### src/rtl/dft_out_serializer_if.sv
// Stream-side bundle for dft_out_serializer: DFT frame input, word stream output, status.
// master = producer/consumer environment, slave = serializer.
interface dft_out_serializer_if #(
   parameter int WIDTH = 8,
   parameter int NPTS  = 8
);
   logic                    next_out;
   logic [NPTS*WIDTH-1:0]   y_in;
   logic [WIDTH-1:0]        out_data;
   logic                    out_valid;
   logic                    out_ready;
   logic                    out_first;
   logic                    out_last;
   logic                    overflow;
   logic                    busy;

   modport master (
      output next_out, y_in, out_ready,
      input  out_data, out_valid, out_first, out_last, overflow, busy
   );

   modport slave (
      input  next_out, y_in, out_ready,
      output out_data, out_valid, out_first, out_last, overflow, busy
   );
endinterface

### src/rtl/dft_out_serializer.sv
// Captures DFT core output frames into a DEPTH-frame buffer and streams them word by word.
// Define DFT_SER_CHECKSUM_EN to append a mod-2^WIDTH checksum word to every frame.
module dft_out_serializer #(
   parameter int WIDTH = 8,
   parameter int NPTS  = 8,
   parameter int DEPTH = 2
) (
   input  logic                  clk,
   input  logic                  rst_n,
   dft_out_serializer_if.slave   bus
);
`ifdef DFT_SER_CHECKSUM_EN
   localparam int NW = NPTS + 1;
`else
   localparam int NW = NPTS;
`endif
   localparam int IDXW = $clog2(NW);
   localparam int PW   = (DEPTH > 1) ? $clog2(DEPTH) : 1;
   localparam int CW   = $clog2(DEPTH) + 1;
   localparam logic [IDXW-1:0] LASTIDX = IDXW'(NW - 1);
   localparam logic [CW-1:0]   FULL    = CW'(DEPTH);
   localparam logic [PW-1:0]   PTR_MAX = PW'(DEPTH - 1);

   logic [NW-1:0][WIDTH-1:0] r_mem [DEPTH];
   logic [PW-1:0]            r_wr, r_rd;
   logic [CW-1:0]            r_cnt;
   logic [IDXW-1:0]          r_idx;
   logic                     r_cap_pend;
   logic                     r_ovf;

   logic                     w_valid, w_xfer, w_pop, w_full, w_cap, w_drop;
   logic [NW-1:0][WIDTH-1:0] w_frame;
`ifdef DFT_SER_CHECKSUM_EN
   logic [WIDTH-1:0]         w_sum;
`endif

   function automatic logic [PW-1:0] f_inc(input logic [PW-1:0] p);
      return (p == PTR_MAX) ? '0 : p + 1'b1;
   endfunction

   assign w_valid = (r_cnt != '0);
   assign w_xfer  = w_valid && bus.out_ready;
   assign w_pop   = w_xfer && (r_idx == LASTIDX);
   assign w_full  = (r_cnt == FULL);
   // A full buffer still accepts when the head frame leaves on the same edge.
   assign w_cap   = r_cap_pend && (!w_full || w_pop);
   assign w_drop  = r_cap_pend && w_full && !w_pop;

   always_comb begin
      w_frame = '0;
      for (int k = 0; k < NPTS; k++) w_frame[k] = bus.y_in[k*WIDTH +: WIDTH];
`ifdef DFT_SER_CHECKSUM_EN
      w_sum = '0;
      for (int k = 0; k < NPTS; k++) w_sum = w_sum + bus.y_in[k*WIDTH +: WIDTH];
      w_frame[NPTS] = w_sum;
`endif
   end

   always_ff @(posedge clk or negedge rst_n) begin
      if (!rst_n) begin
         r_wr       <= '0;
         r_rd       <= '0;
         r_cnt      <= '0;
         r_idx      <= '0;
         r_cap_pend <= 1'b0;
         r_ovf      <= 1'b0;
      end else begin
         r_cap_pend <= bus.next_out;
         if (w_cap)  r_wr  <= f_inc(r_wr);
         if (w_drop) r_ovf <= 1'b1;
         if (w_xfer) r_idx <= w_pop ? '0 : r_idx + 1'b1;
         if (w_pop)  r_rd  <= f_inc(r_rd);
         r_cnt <= r_cnt + CW'(w_cap) - CW'(w_pop);
      end
   end

   // Frame storage needs no reset: nothing is read while the count is zero.
   always_ff @(posedge clk) begin
      if (w_cap) r_mem[r_wr] <= w_frame;
   end

   assign bus.out_valid = w_valid;
   assign bus.out_data  = w_valid ? r_mem[r_rd][r_idx] : '0;
   assign bus.out_first = w_valid && (r_idx == '0);
   assign bus.out_last  = w_valid && (r_idx == LASTIDX);
   assign bus.overflow  = r_ovf;
   assign bus.busy      = r_cap_pend || w_valid;
endmodule

### src/flat_wrapper.sv
// flat-port wrapper written by rule: the top's interface ports become plain ports
module dft_out_serializer_flat 
#(
   parameter int WIDTH = 8,
   parameter int NPTS  = 8,
   parameter int DEPTH = 2
)
  (clk, rst_n, bus_next_out, bus_y_in, bus_out_ready, bus_out_data, bus_out_valid, bus_out_first, bus_out_last, bus_overflow, bus_busy);
  dft_out_serializer_if #(.WIDTH(WIDTH), .NPTS(NPTS)) bus_i ();
  input  logic clk;
  input  logic rst_n;
  input wire logic [$bits(bus_i.next_out)-1:0] bus_next_out;
  input wire logic [$bits(bus_i.y_in)-1:0] bus_y_in;
  input wire logic [$bits(bus_i.out_ready)-1:0] bus_out_ready;
  output wire logic [$bits(bus_i.out_data)-1:0] bus_out_data;
  output wire logic [$bits(bus_i.out_valid)-1:0] bus_out_valid;
  output wire logic [$bits(bus_i.out_first)-1:0] bus_out_first;
  output wire logic [$bits(bus_i.out_last)-1:0] bus_out_last;
  output wire logic [$bits(bus_i.overflow)-1:0] bus_overflow;
  output wire logic [$bits(bus_i.busy)-1:0] bus_busy;
  assign bus_i.next_out = bus_next_out;
  assign bus_i.y_in = bus_y_in;
  assign bus_i.out_ready = bus_out_ready;
  assign bus_out_data = bus_i.out_data;
  assign bus_out_valid = bus_i.out_valid;
  assign bus_out_first = bus_i.out_first;
  assign bus_out_last = bus_i.out_last;
  assign bus_overflow = bus_i.overflow;
  assign bus_busy = bus_i.busy;
  dft_out_serializer #(.WIDTH(WIDTH), .NPTS(NPTS), .DEPTH(DEPTH)) u_core (.clk(clk), .rst_n(rst_n), .bus(bus_i));
endmodule
### config.mk
export PLATFORM = sky130hd
export DESIGN_NAME = dft_out_serializer_flat
export DESIGN_NICKNAME = d
export VERILOG_FILES = /design/src/rtl/dft_out_serializer_if.sv /design/src/rtl/dft_out_serializer.sv /design/src/flat_wrapper.sv
export SDC_FILE = /design/constraint.sdc
export NUM_CORES = 1
export LEC_CHECK = 0
export BUFFER_PORTS_ARGS = -buffer_cell sky130_fd_sc_hd__buf_2
export CAP_MARGIN = 20
export CORE_MARGIN = 2
export CORE_UTILIZATION = 50
export DETAILED_ROUTE_END_ITERATION = 6
export GPL_TIMING_DRIVEN = 0
export PLACE_DENSITY = 0.69
export SLEW_MARGIN = 20
export SYNTH_ARGS = -nofsm -noshare
export SYNTH_HDL_FRONTEND = slang
export SYNTH_SLANG_ARGS = --single-unit
### constraint.sdc
create_clock -name clk -period 4.87 [get_ports clk]
set_input_delay 0.974 -clock clk [delete_from_list [all_inputs] [get_ports clk]]
set_output_delay 0.974 -clock clk [all_outputs]
set_load 0.05 [all_outputs]
==> results of run 1 <==
power by group through the flow:
stage,clock network [uW],logic (uW),registers (uW)
finish,1330,1630,1690
global placement,0,1570,1740
detailed placement,0,1640,1710
global route,1410,1740,1710
CTS,1350,1650,1690
floorplan,0,1180,1710
area by class of cell:
type	count	area (sq um)	area share (%)
multi-input combinational	140	1250	18.6
tap	140	175	2.60
timing repair buffer	84	480	7.13
sequential	137	4070	60.4
clock inverter	14	204	3.03
inverter	6	22.5	0.334
buffer	14	118	1.74
clock buffer	18	418	6.20
state kept, by name (all words and copies together), names as in the netlist:
name                 cells
u_core.r_mem           128
u_core.r_idx             3
u_core.r_cnt             2
u_core.bus.overflow      1
u_core.r_cap_pend        1
u_core.r_rd              1
u_core.r_wr              1
final timing paths:
check / endpoint / start / slack, ns
setup / recovery: bus_out_data[3] / u_core.r_idx[0] / 1.29
hold / removal: u_core.r_wr / rst_n / 0.30
setup reg to reg: u_core.r_mem[0][38] / u_core.r_idx[0] / 2.36
hold reg to reg: u_core.bus.overflow / u_core.bus.overflow / 0.48
max in group asynchronous: u_core.r_idx[2] / rst_n / 4.39
min in group clk: u_core.bus.overflow / u_core.bus.overflow / 0.48
worst register-to-register path: cells and delay by family, from the launching register on:
| kind | cells | cell delay (ns) |
|---|---|---|
| flip-flops | 1 | 0.39 |
| AND/OR/NAND/NOR | 2 | 0.60 |
| AO/OA/AOI/OAI | 1 | 0.33 |
| adder cells (fa/ha/maj) | 2 | 0.40 |
| buffers and inverters | 2 | 0.48 |
metal layers:
| metal | GRT usage (%) | part of all wire (%) |
|---|---|---|
| met1 | 23.8 | 41 |
| met2 | 29.6 | 50 |
| met3 | 4.88 | 6.5 |
| met4 | 10.7 | 2.9 |
| met5 | 0 | 0 |
synthesized netlist by cell type, types with 4 or more instances:
library cell	n	area [sq um]
mux4_2	11	248
o2111ai_1	6	52.6
nor2_1	9	33.8
dfrtp_1	9	225
a311oi_1	5	43.8
ha_1	4	50.1
a21oi_1	5	25.0
mux2i_1	36	360
buf_4	4	30.0
nor2b_1	4	25.0
edfxtp_1	128	3840
a22oi_1	12	90.1
buf_6	4	45.0
nand2_1	24	90.1
inv_1	5	18.8
metrics by stage:
stage	power (uW)	setup TNS, ns
after floorplan	2900	0
after global placement	3310	-155.06
after detailed placement	3360	0
after CTS	4700	0
after global routing	4860	0
final	4650	0
cells in the final DEF (no fill, tap or decap), drive strengths merged, types with 2 or more instances in the layout:
master    instances
nand2b            2
clkbuf           20
clkinvlp          2
xor2              2
o2111ai           6
a21oi             5
nand3             2
mux2i            36
a22oi            12
ha                4
and2              2
nand2            24
nor2              9
nor2b             4
inv               5
bufinv            5
o21ai             5
mux4             14
buf              96
dfrtp             9
a311oi            5
clkinv            8
xnor2             3
edfxtp          128
cell families after synthesis:
group	Yosys count	share of synthesized area, %
AOI/OAI and AO/OA	37	4.96
xor gates and xnor gates	5	0.804
adders and majority gates	4	0.919
buffers and inverters	20	2.57
DFF	137	74.7
muxes	50	12.6
and+or+nand+nor	44	3.47
==> results.toml, run 1 <==
[outcome]
outcome = "finished, final reports clean"

[setup_path]
cpMaxStageDelayCell = "nor2_1"
crit_path_end_kind = "primary output"
timing_worst_setup_path_type = "flip-flop to primary output"
data_required_time_at_the_worst_endpoint_ns = 3.90
timing.critical_path.fanout_max = 10
cp_slowest_stage_delay_ns = 0.67
timing.critical_path.cells = "buf_4 > nor2_1 > nand2_1 > a311oi_1 > a21oi_1 > buf_2"
cp_data_arrival_time_ns = 2.60
worst-r2r-cell-count = 7
critPathBufInv = 2
critPathTopFamily = "simple AND/OR/NAND/NOR gates"
worstSetupPathDepth = 6
startpoint_type = "flip-flop"

[cts]
cts.root.buffer_cell = "clkbuf_8"
cts_repair_resize_count = 0
cts-hold-fix-buffers = 0
cts.htree.levels = 4
cts.reportedPaths.clkPinSlew_ns = 0.06
clk_latency_ns = 0.52
tritoncts = "done"
cts_inserted_buffers = 17
tritoncts_num_sinks = 137
postCtsSetupRepairBufs = 0
clock_tree_buffer_depth = 2

[grt]
grt_pass1_wl_um = 15600
via_count_of_the_first_global_routing_pass = 3060
grt.overflow.total = 0
gr-usage-all-layers_pct = 18.8
grt_antenna_before_repair = 0
pin_count_of_the_biggest_net_entering_global_routing = 26

[pwr]
net_switching_fraction_of_the_power_pct = 34.3
cellLeakagePower_uw = 0.00251
seq_power_share_pct = 36.3
p_comb_share_pct = 35.1
irDropWorstVdd_mv = 0.314
internal-power_uw = 3060
power_frac_clock_pct = 28.6
switching_power_uw = 1590
power_density_mw_per_mm2 = 690

[detailed_routing]
wirelength_um = 10200
drc = 0
wl_per_cell_um = 18.5
drtPass1Iterations = 4
avgViaCountPerCell = 5.43
vias = 3004
drtAntennaViolNets = 0
first_iter_violations = 218

[place]
dpl_cell_area_sq_mm = 0.00612
detailed_place_hpwl_um = 7000
dp_cells = 521
gpl_wtd_cong = 0.741
place_ws_ns = 1.83
port-buffer-count = 80

[cells_and_area]
final_cell_count_no_fill = 553
final_area_sq_mm = 0.00674
finish.utilization_pct = 62.7
diodes = 0
n_fill_cell = 806
design.final.nets = 472
ratio_of_cells_with_drive_above_1_in_the_final_layout_pct = 33.4
area_delta_synth_final_pct = 23.7

[synth]
sequential_cell_area_fraction_in_the_yosys_report_pct = 74.7
syn_nets = 369
syn_area_sq_mm = 0.00545
synthCells = 297
synth_top_flop_cell = "edfxtp_1"
syn_area_per_cell_sq_um = 18.3
yosysUniqueCellTypes = 32
proportion_of_synthesized_flip_flops_having_asynchronous_set_or_reset_pct = 6.57
synth.ff_latch_count = 137
synth_enable_flop_cells = 128
synthesis_warnings = 0

[sta]
clock_skew_ns = 0.00561
finalHoldWorstSlack_ns = 0.298
min_setup_slack_post_route_ns = 1.29
layout_worst_path_cycle_share_pct = 73.4
achievable-frequency_mhz = 280
slew_violations = 0
slew-limit-headroom_pct = 43.3
report.final.hold_viol_count = 0
unrepaired_setup_endpoints_after_global_routing = "no"
period_minus_slack_ns = 3.58
timing_worst_slew_pin_value_ns = 0.848
timing.final.setup_violations = 0

[floorplan]
boundaryPins = 81
die_outline_area_sq_mm = 0.0117
die_height_um = 108
core_area_sq_mm = 0.0107
rows = 38
initial_utilization_pct = 50.7
floorplan.die.width_um = 108

[flow_run]
cap_viol_max_count = 0

[min_path]
holdCritPathClass = "input port to asynchronous set/reset pin"
Power figures use the tool's default switching activity.
==> run 2: changes to the inputs <==
Settings changed: PLACE_DENSITY 0.69 to 0.72.
Clock period 4.87 ns to 3.04 ns, I/O delays scaled along.
==> results.toml, run 2 (synthesis gave the netlist of run 1 again) <==
[cts]
cts.htree.levels = 4
tritoncts_num_sinks = 137
cts_inserted_buffers = 17
clock_tree_buffer_depth = 2
clk_latency_ns = 0.52
tritoncts = "done"
cts.root.buffer_cell = "clkbuf_8"
cts.reportedPaths.clkPinSlew_ns = 0.06

[grt]
grt.overflow.total = 0
grt_antenna_before_repair = 0
gr-usage-all-layers_pct = 19.0
via_count_of_the_first_global_routing_pass = 3013
grt_pass1_wl_um = 15800
pin_count_of_the_biggest_net_entering_global_routing = 28

[sta]
slew_violations = 0
timing_worst_slew_pin_value_ns = 0.648
unrepaired_setup_endpoints_after_global_routing = "yes"
report.final.hold_viol_count = 0
slew-limit-headroom_pct = 56.7
achievable-frequency_mhz = 339
tns_ns = 0
min_setup_slack_post_route_ns = 0.0865
period_minus_slack_ns = 2.95
layout_worst_path_cycle_share_pct = 97.2
clock_skew_ns = 0.00506
finalHoldWorstSlack_ns = 0.196
timing.final.setup_violations = 0

[cells_and_area]
largest_register_ff_count = 128
n_fill_cell = 793
top_register_by_number_of_flip_flops = "u_core.r_mem"
design.final.nets = 473
layout.cells.most_common = "edfxtp_1"
layout_common_cells = "edfxtp_1, buf_2, mux2i_1"
reg.largest.list = "u_core.r_mem (128), u_core.r_idx (3), u_core.r_cnt (2)"
area_delta_synth_final_pct = 24.4
ratio_of_cells_with_drive_above_1_in_the_final_layout_pct = 33.8
diodes = 0

[detailed_routing]
avgViaCountPerCell = 5.41
vias = 2998
drc = 0
wl_per_cell_um = 18.8
wirelength_um = 10400
drtPass1Iterations = 5
drtAntennaViolNets = 0
first_iter_violations = 194

[min_path]
holdCritPathClass = "input port to flip-flop"
whs_path_depth = 1
worstHoldStart = "bus_next_out"
hold-path-endpoint = "u_core.r_cap_pend"

[floorplan]
die_outline_area_sq_mm = 0.0117
die_height_um = 108
floorplan.die.width_um = 108
boundaryPins = 81
rows = 38
initial_utilization_pct = 50.7
core_area_sq_mm = 0.0107

[setup_path]
worst-r2r-cell-count = 7
crit-reg2reg-launch = "u_core.r_idx[0]"
cp_slowest_stage_delay_ns = 0.42
critPathBufInv = 2
regToRegEndpoint = "u_core.r_mem[0][18]"
timing_worst_setup_path_type = "flip-flop to primary output"
worstSetupPathDepth = 6
timing.critical_path.cells = "nor2_1 > nor2_2 > clkbuf_4 > o2111ai_1 > a21oi_1 > buf_4"
data_required_time_at_the_worst_endpoint_ns = 2.43
critPathTopFamily = "buffers and inverters"
reg_to_reg_slack_setup_ns = 0.50
cpMaxStageDelayCell = "dfrtp_1"
crit_path_end_kind = "primary output"
startpoint_type = "flip-flop"
cp_data_arrival_time_ns = 2.35
timing.critical_path.fanout_max = 10

[outcome]
outcome = "finished, final reports clean"

[place]
place_ws_ns = 0.329
port-buffer-count = 80
gpl_wtd_cong = 0.739
detailed_place_hpwl_um = 6960

[pwr]
irDropWorstVdd_mv = 0.519
cellLeakagePower_uw = 0.00251
power_density_mw_per_mm2 = 1100

[flow_run]
cap_viol_max_count = 0
run 2: how the worst max path moves through the flow:
stage	startpoint	end	slack [ns]
detailed placement	u_core.r_idx[0]	bus_out_data[0]	0.33
finish	u_core.r_cnt[1]	bus_out_data[4]	0.09
CTS	u_core.r_rd	bus_out_data[4]	0.01
global placement	u_core.r_idx[1]	u_core.r_mem[0][26]	-1.09
global route	u_core.r_idx[1]	bus_out_data[4]	-0.02
floorplan	u_core.r_idx[0]	u_core.r_mem[0][0]	-0.12
run 2: worst register-to-register path, cell delays in order (launching register included):
cell     delay, ns
dfrtp_1       0.41
ha_1          0.17
ha_1          0.22
nand2_1       0.12
a31o_2        0.34
nor2_4        0.51
buf_16        0.25
buf_12        0.21
run 2: timing repair:
item	4_1_cts	5_1_grt
hold endpoints to repair	9	0
resized for setup	2	11
setup buffers	0	0
cloned	0	0
endpoints found under the setup margin	5	4
hold buffers	1	0
run 2: final cells by class:
cell class | instances | area (sq um) | area share [%]
sequential | 137 | 4070 | 60.0
multi-input combinational | 140 | 1260 | 18.7
timing repair buffer | 85 | 515 | 7.60
clock buffer | 18 | 418 | 6.16
clock inverter | 14 | 180 | 2.66
tap | 140 | 175 | 2.58
buffer | 14 | 134 | 1.97
inverter | 6 | 22.5 | 0.332
run 2: power by group:
group	internal, uW	switching (uW)
combinational	992	1720
sequential	2580	128
clock	1320	739
run 2: through the flow:
step                power (uW)  cells  cell area, sq um  util, %
floorplan                 4620    297              5450        -
global route              7810    554              6780     63.1
detailed placement        5400    521              6130     57.1
global placement          5260    517              6030     56.1
CTS                       7470    554              6750     62.8
finish                    7480    554              6780     63.1
run 2: metal layers:
layer | routed length (um) | track usage (%) | up-vias
li1 | - | - | 1393
met1 | 4220 | 24.4 | 1479
met2 | 5370 | 30.6 | 112
met3 | 675 | 5.85 | 14
met4 | 148 | 7.42 | 0
met5 | 0 | 0 | -
